File: src/rtl/muldiv_sequencer.sv
// rtl/muldiv_sequencer.sv - iterative RV32M multiply/divide sequencer
module muldiv_sequencer #(
  parameter int XLEN = 32
) (
  input  logic            clk_i,
  input  logic            rst_ni,
  input  logic            start_i,
  input  logic [2:0]      op_i,
  input  logic [XLEN-1:0] a_i,
  input  logic [XLEN-1:0] b_i,
  input  logic            flush_i,
  output logic            busy_o,
  output logic            stall_o,
  output logic            done_o,
  output logic [XLEN-1:0] result_o
);

  localparam logic [2:0] OP_MUL    = 3'b000;
  localparam logic [2:0] OP_MULH   = 3'b001;
  localparam logic [2:0] OP_MULHSU = 3'b010;
  localparam logic [2:0] OP_MULHU  = 3'b011;
  localparam logic [2:0] OP_DIV    = 3'b100;
  localparam logic [2:0] OP_DIVU   = 3'b101;
  localparam logic [2:0] OP_REM    = 3'b110;
  localparam logic [2:0] OP_REMU   = 3'b111;

  localparam logic [5:0]      LAST_ITER = 6'(XLEN - 1);
  localparam logic [XLEN-1:0] INT_MIN   = {1'b1, {(XLEN-1){1'b0}}};

  typedef enum logic [1:0] {
    S_IDLE = 2'd0,
    S_CALC = 2'd1,
    S_FIX  = 2'd2,
    S_DONE = 2'd3
  } state_e;

  state_e          state_q, state_d;
  logic [2:0]      op_q, op_d;
  logic [XLEN-1:0] hi_q, hi_d;      // product high half / remainder
  logic [XLEN-1:0] lo_q, lo_d;      // product low half + multiplier / quotient + dividend
  logic [XLEN-1:0] opnd_q, opnd_d;  // multiplicand or divisor magnitude
  logic            neg_a_q, neg_a_d;
  logic            neg_b_q, neg_b_d;
  logic [5:0]      cnt_q, cnt_d;
  logic            done_q, done_d;
  logic [XLEN-1:0] result_q, result_d;

  // Operand decode at the accept point
  logic            is_div_in, a_sgn_in, b_sgn_in, a_neg_in, b_neg_in;
  logic [XLEN-1:0] a_abs, b_abs;
  logic            div_zero, div_ovf;

  assign is_div_in = op_i[2];
  assign a_sgn_in  = (op_i == OP_MULH) || (op_i == OP_MULHSU) || (op_i == OP_DIV) || (op_i == OP_REM);
  assign b_sgn_in  = (op_i == OP_MULH) || (op_i == OP_DIV) || (op_i == OP_REM);
  assign a_neg_in  = a_sgn_in && a_i[XLEN-1];
  assign b_neg_in  = b_sgn_in && b_i[XLEN-1];
  assign a_abs     = a_neg_in ? -a_i : a_i;
  assign b_abs     = b_neg_in ? -b_i : b_i;
  assign div_zero  = is_div_in && (b_i == '0);
  assign div_ovf   = ((op_i == OP_DIV) || (op_i == OP_REM)) && (a_i == INT_MIN) && (b_i == '1);

  // One iteration of shift-add and of restoring shift-subtract
  logic [XLEN:0]     mul_sum;
  logic [XLEN:0]     div_tmp;
  logic [XLEN:0]     div_diff;
  logic [2*XLEN-1:0] prod_neg;

  assign mul_sum  = {1'b0, hi_q} + (lo_q[0] ? {1'b0, opnd_q} : '0);
  assign div_tmp  = {hi_q, lo_q[XLEN-1]};
  assign div_diff = div_tmp - {1'b0, opnd_q};
  assign prod_neg = -{hi_q, lo_q};

  // Next-state, datapath and output selection
  always_comb begin
    state_d  = state_q;
    op_d     = op_q;
    hi_d     = hi_q;
    lo_d     = lo_q;
    opnd_d   = opnd_q;
    neg_a_d  = neg_a_q;
    neg_b_d  = neg_b_q;
    cnt_d    = cnt_q;
    done_d   = 1'b0;
    result_d = result_q;

    unique case (state_q)
      S_IDLE: begin
        if (start_i) begin
          op_d    = op_i;
          neg_a_d = a_neg_in;
          neg_b_d = b_neg_in;
          cnt_d   = '0;
          if (div_zero) begin
            lo_d    = '1;
            hi_d    = a_i;
            state_d = S_DONE;
          end else if (div_ovf) begin
            lo_d    = INT_MIN;
            hi_d    = '0;
            state_d = S_DONE;
          end else if (is_div_in) begin
            hi_d    = '0;
            lo_d    = a_abs;
            opnd_d  = b_abs;
            state_d = S_CALC;
          end else begin
            hi_d    = '0;
            lo_d    = b_abs;
            opnd_d  = a_abs;
            state_d = S_CALC;
          end
        end
      end
      S_CALC: begin
        if (op_q[2]) begin
          if (!div_diff[XLEN]) begin
            hi_d = div_diff[XLEN-1:0];
            lo_d = {lo_q[XLEN-2:0], 1'b1};
          end else begin
            hi_d = div_tmp[XLEN-1:0];
            lo_d = {lo_q[XLEN-2:0], 1'b0};
          end
        end else begin
          hi_d = mul_sum[XLEN:1];
          lo_d = {mul_sum[0], lo_q[XLEN-1:1]};
        end
        cnt_d = cnt_q + 6'd1;
        if (cnt_q == LAST_ITER) state_d = S_FIX;
      end
      S_FIX: begin
        if (!op_q[2]) begin
          if (neg_a_q ^ neg_b_q) {hi_d, lo_d} = prod_neg;
        end else begin
          if (neg_a_q ^ neg_b_q) lo_d = -lo_q;
          if (neg_a_q) hi_d = -hi_q;
        end
        state_d = S_DONE;
      end
      S_DONE: begin
        done_d = 1'b1;
        unique case (op_q)
          OP_MUL, OP_DIV, OP_DIVU:              result_d = lo_q;
          OP_MULH, OP_MULHSU, OP_MULHU:         result_d = hi_q;
          OP_REM, OP_REMU:                      result_d = hi_q;
          default:                              result_d = lo_q;
        endcase
        state_d = S_IDLE;
      end
      default: state_d = S_IDLE;
    endcase

    // Abort wins over everything: back to idle, no pulse, result untouched
    if (flush_i) begin
      state_d  = S_IDLE;
      done_d   = 1'b0;
      result_d = result_q;
    end
  end

  // State and datapath registers with asynchronous clear
  always_ff @(posedge clk_i or negedge rst_ni) begin
    if (!rst_ni) begin
      state_q  <= S_IDLE;
      op_q     <= '0;
      hi_q     <= '0;
      lo_q     <= '0;
      opnd_q   <= '0;
      neg_a_q  <= 1'b0;
      neg_b_q  <= 1'b0;
      cnt_q    <= '0;
      done_q   <= 1'b0;
      result_q <= '0;
    end else begin
      state_q  <= state_d;
      op_q     <= op_d;
      hi_q     <= hi_d;
      lo_q     <= lo_d;
      opnd_q   <= opnd_d;
      neg_a_q  <= neg_a_d;
      neg_b_q  <= neg_b_d;
      cnt_q    <= cnt_d;
      done_q   <= done_d;
      result_q <= result_d;
    end
  end

  assign busy_o   = (state_q != S_IDLE);
  assign stall_o  = rst_ni && ((start_i && (state_q == S_IDLE)) || (busy_o && (state_q != S_DONE)));
  assign done_o   = done_q;
  assign result_o = result_q;

endmodule

File: config.mk
export PLATFORM = sky130hd
export DESIGN_NAME = muldiv_sequencer
export DESIGN_NICKNAME = d
export VERILOG_FILES = /design/src/rtl/muldiv_sequencer.sv
export SDC_FILE = /design/constraint.sdc
export NUM_CORES = 1
export LEC_CHECK = 0
export ABC_AREA = 1
export CORE_ASPECT_RATIO = 1.2
export CORE_MARGIN = 4
export CORE_UTILIZATION = 39
export CTS_BUF_LIST = sky130_fd_sc_hd__clkbuf_4 sky130_fd_sc_hd__clkbuf_8 sky130_fd_sc_hd__clkbuf_16
export CTS_CLUSTER_DIAMETER = 40
export DETAILED_ROUTE_END_ITERATION = 7
export PLACE_DENSITY = 0.54
export REMOVE_ABC_BUFFERS = 1
export SYNTH_ARGS = -nofsm -noshare
export SYNTH_HDL_FRONTEND = slang
export SYNTH_SLANG_ARGS = --single-unit
File: constraint.sdc
create_clock -name clk_i -period 3.09 [get_ports clk_i]
set_clock_uncertainty 0.15 [all_clocks]
set_input_delay 0.618 -clock clk_i [delete_from_list [all_inputs] [get_ports clk_i]]
set_output_delay 0.618 -clock clk_i [all_outputs]
set_load 0.02 [all_outputs]
==> Yosys cells after proc, flatten, opt, wreduce, memory -nomap -nowiden <==
Index checks and enable logic that the tools add are counted.
{ "word_totals": {"ff_bits": 142, "input_bits": 71} }
{ "op_classes": {"addsub": 8, "eq_ne": 24, "muxes": 33, "bitwise": 4, "reduce_logical": 30} }
{ "ops": {"columns": ["op", "n"], "rows": [
  ["$mux 32", 19],
  ["$pmux 32 s3", 2],
  ["$neg 32->32", 4],
  ["$eq 32x32->1 const B", 2],
  ["$neg 64->64", 1],
  ["$pmux 32 s2", 1],
  ["$add 32x32->33", 1],
  ["$sub 33x32->33", 1],
  ["$logic_not 32->1", 1],
  ["$eq 3x3->1 const B", 6],
  ["$ne 3x3->1 const B", 4],
  ["$pmux 6 s2", 1],
  ["$mux 2", 5],
  ["$eq 3x2->1 const B", 3],
  ["$logic_and 1x1->1", 8],
  ["$pmux 2 s4", 1],
  ["$reduce_and 2->1", 4],
  ["$reduce_and 4->1", 2],
  ["$logic_or 1x1->1", 7],
  ["$add 6x1->6 const B", 1],
  ["$eq 3x1->1 const B", 2],
  ["$eq 6x5->1 const B", 1],
  ["$mux 6", 1],
  ["$ne 2x2->1 const B", 3],
  ["12 further kinds", 18]
]} }

==> Longest topological paths before layout <==
{ "logic_depth": {"word_depth": 11, "mapped_depth": 24, "mapped_depth_nobuf": 22} }

==> Worst setup path after synthesis <==
No wires, ideal clock.
{ "synth_timing": {"kind": "reg-to-reg", "from": "register lo_q[0]", "to": "register hi_q[27]", "setup_ns": 0.117, "t_arrival_ns": 2.673, "required_ns": 2.823, "slack_ns": 0.150, "stages_incl_launch_ff": 24, "path_buffers": 2, "synth_period_minus_slack_ns": 2.940, "cell_sequence": "dfrtp_1 buf_6 clkbuf_1 nand2_1 inv_1 ha_1 inv_1 fa_1 inv_1 nand2_1 o21ai_0 nand2_1 nand2_1 nand2_1 nand2_1 nand3_1 nand3_1 nand2_1 nor2_1 nor2_1 nand2_1 nand2_1 nand2_1 nand2_1"} }
{ "synth_between": {"elab_chain_len": 4} }
{ "synth_lines": {"columns": ["element", "line", "text"], "rows": [
  ["start: declaration", "40", "logic [XLEN-1:0] lo_q, lo_d;"],
  ["start signal: assignment", "178", "lo_q <= lo_d;"],
  ["$neg 64->64 / $mux 32 (equally long branches)", "72, 69", null],
  ["$mux 32 / $add 32x32->33 (equally long branches)", "133, 69", null],
  ["$mux 32, on equally long branches", "132, 116", null],
  ["$pmux 32 s3 (*)", "87", "unique case (state_q)"],
  ["end signal: assignment", "177", "hi_q <= hi_d;"],
  ["end: declaration", "39", "logic [XLEN-1:0] hi_q, hi_d;"]
]} }
Mark *: on every way between the ends. The rest lies on a longest branch, timed or not. The select of a mux whose other input is x is not followed.
A chain may end at the register's enable or synchronous reset.

==> Worst setup path in the final report <==
{ "layout_timing": {"from": "register hi_q[18]", "to": "register lo_q[0]"} }
{ "layout_between": {"elab_chain_len": 4} }
{ "layout_lines": {"columns": ["element", "line", "text"], "rows": [
  ["$sub 33x32->33", "71", "assign div_diff = div_tmp - {1'b0, opnd_q};"],
  ["$mux 1", "117", "if (!div_diff[XLEN]) begin"],
  ["$mux 32", "116", "if (op_q[2]) begin"],
  ["$pmux 32 s3", "87", null]
]} }
Every way passes these cells.

==> results.cfg <==
[synthesis]
yosysTopAreaCell = nand2_1
synthArstFlopShare = 1.000
synth.area.mux_share = 0.0005539
syn-instance-count = 3229
synth_top_family_by_area = simple AND/OR/NAND/NOR gates
ys.flop_type = dfrtp_1
yosysMostFrequentCell = nand2_1
synth_area_per_cell_um2 = 5.596
syn_area_um2 = 18070
synth_xor_area_frac = 0.04605
synth_edf_count = 0
synth_cell_types = 54
synth_compound_area_frac = 0.1451
synth_seq_cells = 142
ys_seq_area_frac = 0.1966
yosys_warnings = 0
synth-simple-area-share = 0.4369
synth_area_leaders = nand2_1 (22%), dfrtp_1 (20%), inv_1 (9.0%)
synth_common_cells = nand2_1 (1051), inv_1 (433), nor2_1 (373)
synth_fa_ha_area_frac = 0.05346
synth_top_area_frac = 0.2183

[grt]
track_usage = 0.3670
use_met3 = 0.05684
grt_pass1_vias = 21690
grt_max_degree = 124
grt-busiest-layer = met2
gr-usage-met2 = 0.5909
antenna_found_initial = 2
grt_pass1_wl_um = 137500
grtUsageMet1 = 0.4668
overflow = 0

[drt]
dr_total_vias = 23200
drt-total-wl_um = 94720
vias_per_cell = 5.579
postRouteAntennaNets = 0
routedWlPerCell_um = 22.77
dr.pass1.iters = 6
drc_errors = 0
drt_iter0_drc = 2548

[timing]
period_share = 0.9916
slew_headroom = 0.3622
drv_slew = 0
tightest_slew_ps = 956.7
hold_viol = 0
setup_ws_ps = 25.89
finalCriticalPeriod_ps = 3064
fmax_mhz = 326.4
finalSetupViolCount = 0

[die]
pin_count = 106
rows = 86
initial_core_util = 0.3942
die-area_um2 = 49850
dieWidth_um = 204.5
fp.dieH_um = 243.8
core_um2 = 45840

[placed_design]
gp_congestion = 1.099
hpwlAfterDp_um = 76680
place_ws_ps = -319.4
port_buffers = 105

[hold_path]
hold_path.class = in -> async

[critical_path]
max_stage_delay_ps = 490
crit_path_end_kind = flip-flop
startpoint_type = flip-flop
worstPathArrival_ps = 3220
cp.required_ps = 3240
path_cells = ha_2, nand2_1, inv_1, nand2_1, nand2_1, nand2_1, nand2_1, a21oi_4, nand3_4, nand2_8, nor2_4, buf_4, o21ai_0, nand3_1, o21ai_0
crit_slowest_cell = dfrtp_1
path_max_fanout = 14
cpMostUsedCell = nand2_1
critPathKind = reg -> reg

[status]
outcome = complete, no violations

[power]
p_leak_nw = 11.50
p_total_mw = 23.82
power-per-cell-area_nw_per_um2 = 1061
peakVddDrop_mv = 0.9029

[cts]
cts_tree = yes
cts_buffers = 17
clk_latency_ps = 470
ctsHtreeMaxLevel = 4
clkTransAtPathRegs_ps = 80
clock_path_buffers = 2
ctsHoldBuffers = 0
root_buffer = clkbuf_16
clock-sinks = 142

[finish]
fill_cells = 5002
syn2layout_area_growth_pct = 24.32
nets = 3677
seq_area_um2 = 3561
diodes = 0
drive_above_1_share = 0.1180
multi_input_area_um2 = 12460

[job]
maxCapViolations = 0
==> critical path, delay by kind of cell, from the launching register on <==
family / cells / cell delay (ps)
buf+inv: 2 / 200
simple gates: 9 / 1050
flops: 1 / 490
fa+ha+maj: 1 / 370
compound gates: 3 / 630
==> flip-flops by register name, indices dropped and copies added (netlist names) <==
register	count
state_q	2
lo_q	32
cnt_q	6
op_q	3
done_o	1
result_o	32
neg_a_q	1
neg_b_q	1
opnd_q	32
hi_q	32
==> stage by stage <==
stage          setup TNS (ps)  instance area, um2  hold slack [ps]  instances  utilization
2_1_floorplan         -150500               17540            172.4       3110            -
3_3_place_gp            -3704               21730            337.1       4126       0.4741
3_5_place_dp            -4504               21730            354.8       4126       0.4741
4_1_cts                     0               22330            4.813       4158       0.4871
5_1_grt                -34.16               22470            19.65       4159       0.4901
6_report                    0               22470            17.09       4159       0.4901
==> layout by cell type (no fill, tap or decap), types with 11 or more instances in the layout <==
master / Yosys / final
o211ai_1: 20 / 20
xor2_1: 80 / 80
nand3b_1: 18 / 18
o21ai_0: 184 / 180
nand3_1: 290 / 288
clkdlybuf4s50_1: 0 / 102
nor3_1: 47 / 46
buf_4: 3 / 280
clkbuf_16: 0 / 17
inv_1: 433 / 431
o21ai_1: 14 / 17
nor2_2: 8 / 14
a21oi_1: 165 / 161
nand2_2: 10 / 16
nand4_1: 40 / 40
a31oi_1: 53 / 53
dfrtp_1: 142 / 138
buf_12: 0 / 13
nor2_1: 373 / 363
xnor2_1: 15 / 15
nand2_1: 1051 / 1045
nor4_1: 11 / 11
ha_1: 74 / 69
==> layout make-up <==
| class | count | share of cell area |
|---|---|---|
| flip-flops and latches | 142 | 0.1585 |
| well taps | 616 | 0.03431 |
| clock inverters | 13 | 0.005681 |
| repair buffers | 400 | 0.1527 |
| multi-input cells | 2528 | 0.5548 |
| inverters | 441 | 0.07380 |
| clock buffers | 19 | 0.02016 |
==> kinds of logic after synthesis <==
kind of cell | after synthesis
AOI/OAI and AO/OA | 477
xor gates and xnor gates | 95
adders and majority gates | 76
buffers and inverters | 560
DFF | 142
muxes | 1
and+or+nand+nor | 1878
==> what timing repair did <==
action,in CTS,in global routing
pin swaps,0,3
endpoints found under the setup margin,5,34
gates cloned,0,1
hold endpoints to repair,0,0
resized for setup,5,41
setup buffers,0,0
==> final timing paths <==
| check | endpoint | depth (start not counted) | start | slack, ps |
|---|---|---|---|---|
| setup / recovery | lo_q[0] | 15 | hi_q[18] | 30 |
| hold / removal | result_o[16] | 2 | rst_ni | 20 |
| setup reg to reg | lo_q[0] | 15 | hi_q[18] | 30 |
| hold reg to reg | op_q[0] | 2 | op_q[0] | 370 |
| max in group asynchronous | op_q[2] | 3 | rst_ni | 1510 |
| min in group clk_i | op_q[0] | 2 | op_q[0] | 370 |
==> per-layer routing <==
| layer | wire, um | part of all wire |
|---|---|---|
| met1 | 37670 | 0.40 |
| met2 | 43030 | 0.45 |
| met5 | 29 | 0.00031 |
| met3 | 7432 | 0.078 |
| met4 | 6559 | 0.069 |
==> where the power goes <==
group | switching, mW | internal (mW) | total, mW
Sequential | 0.930 | 2.71 | 3.64
Clock | 0.981 | 1.17 | 2.15
Combinational | 12.1 | 5.95 | 18.0
Total | 14.0 | 9.82 | 23.8
No activity file was read; power rests on OpenSTA's default activity.
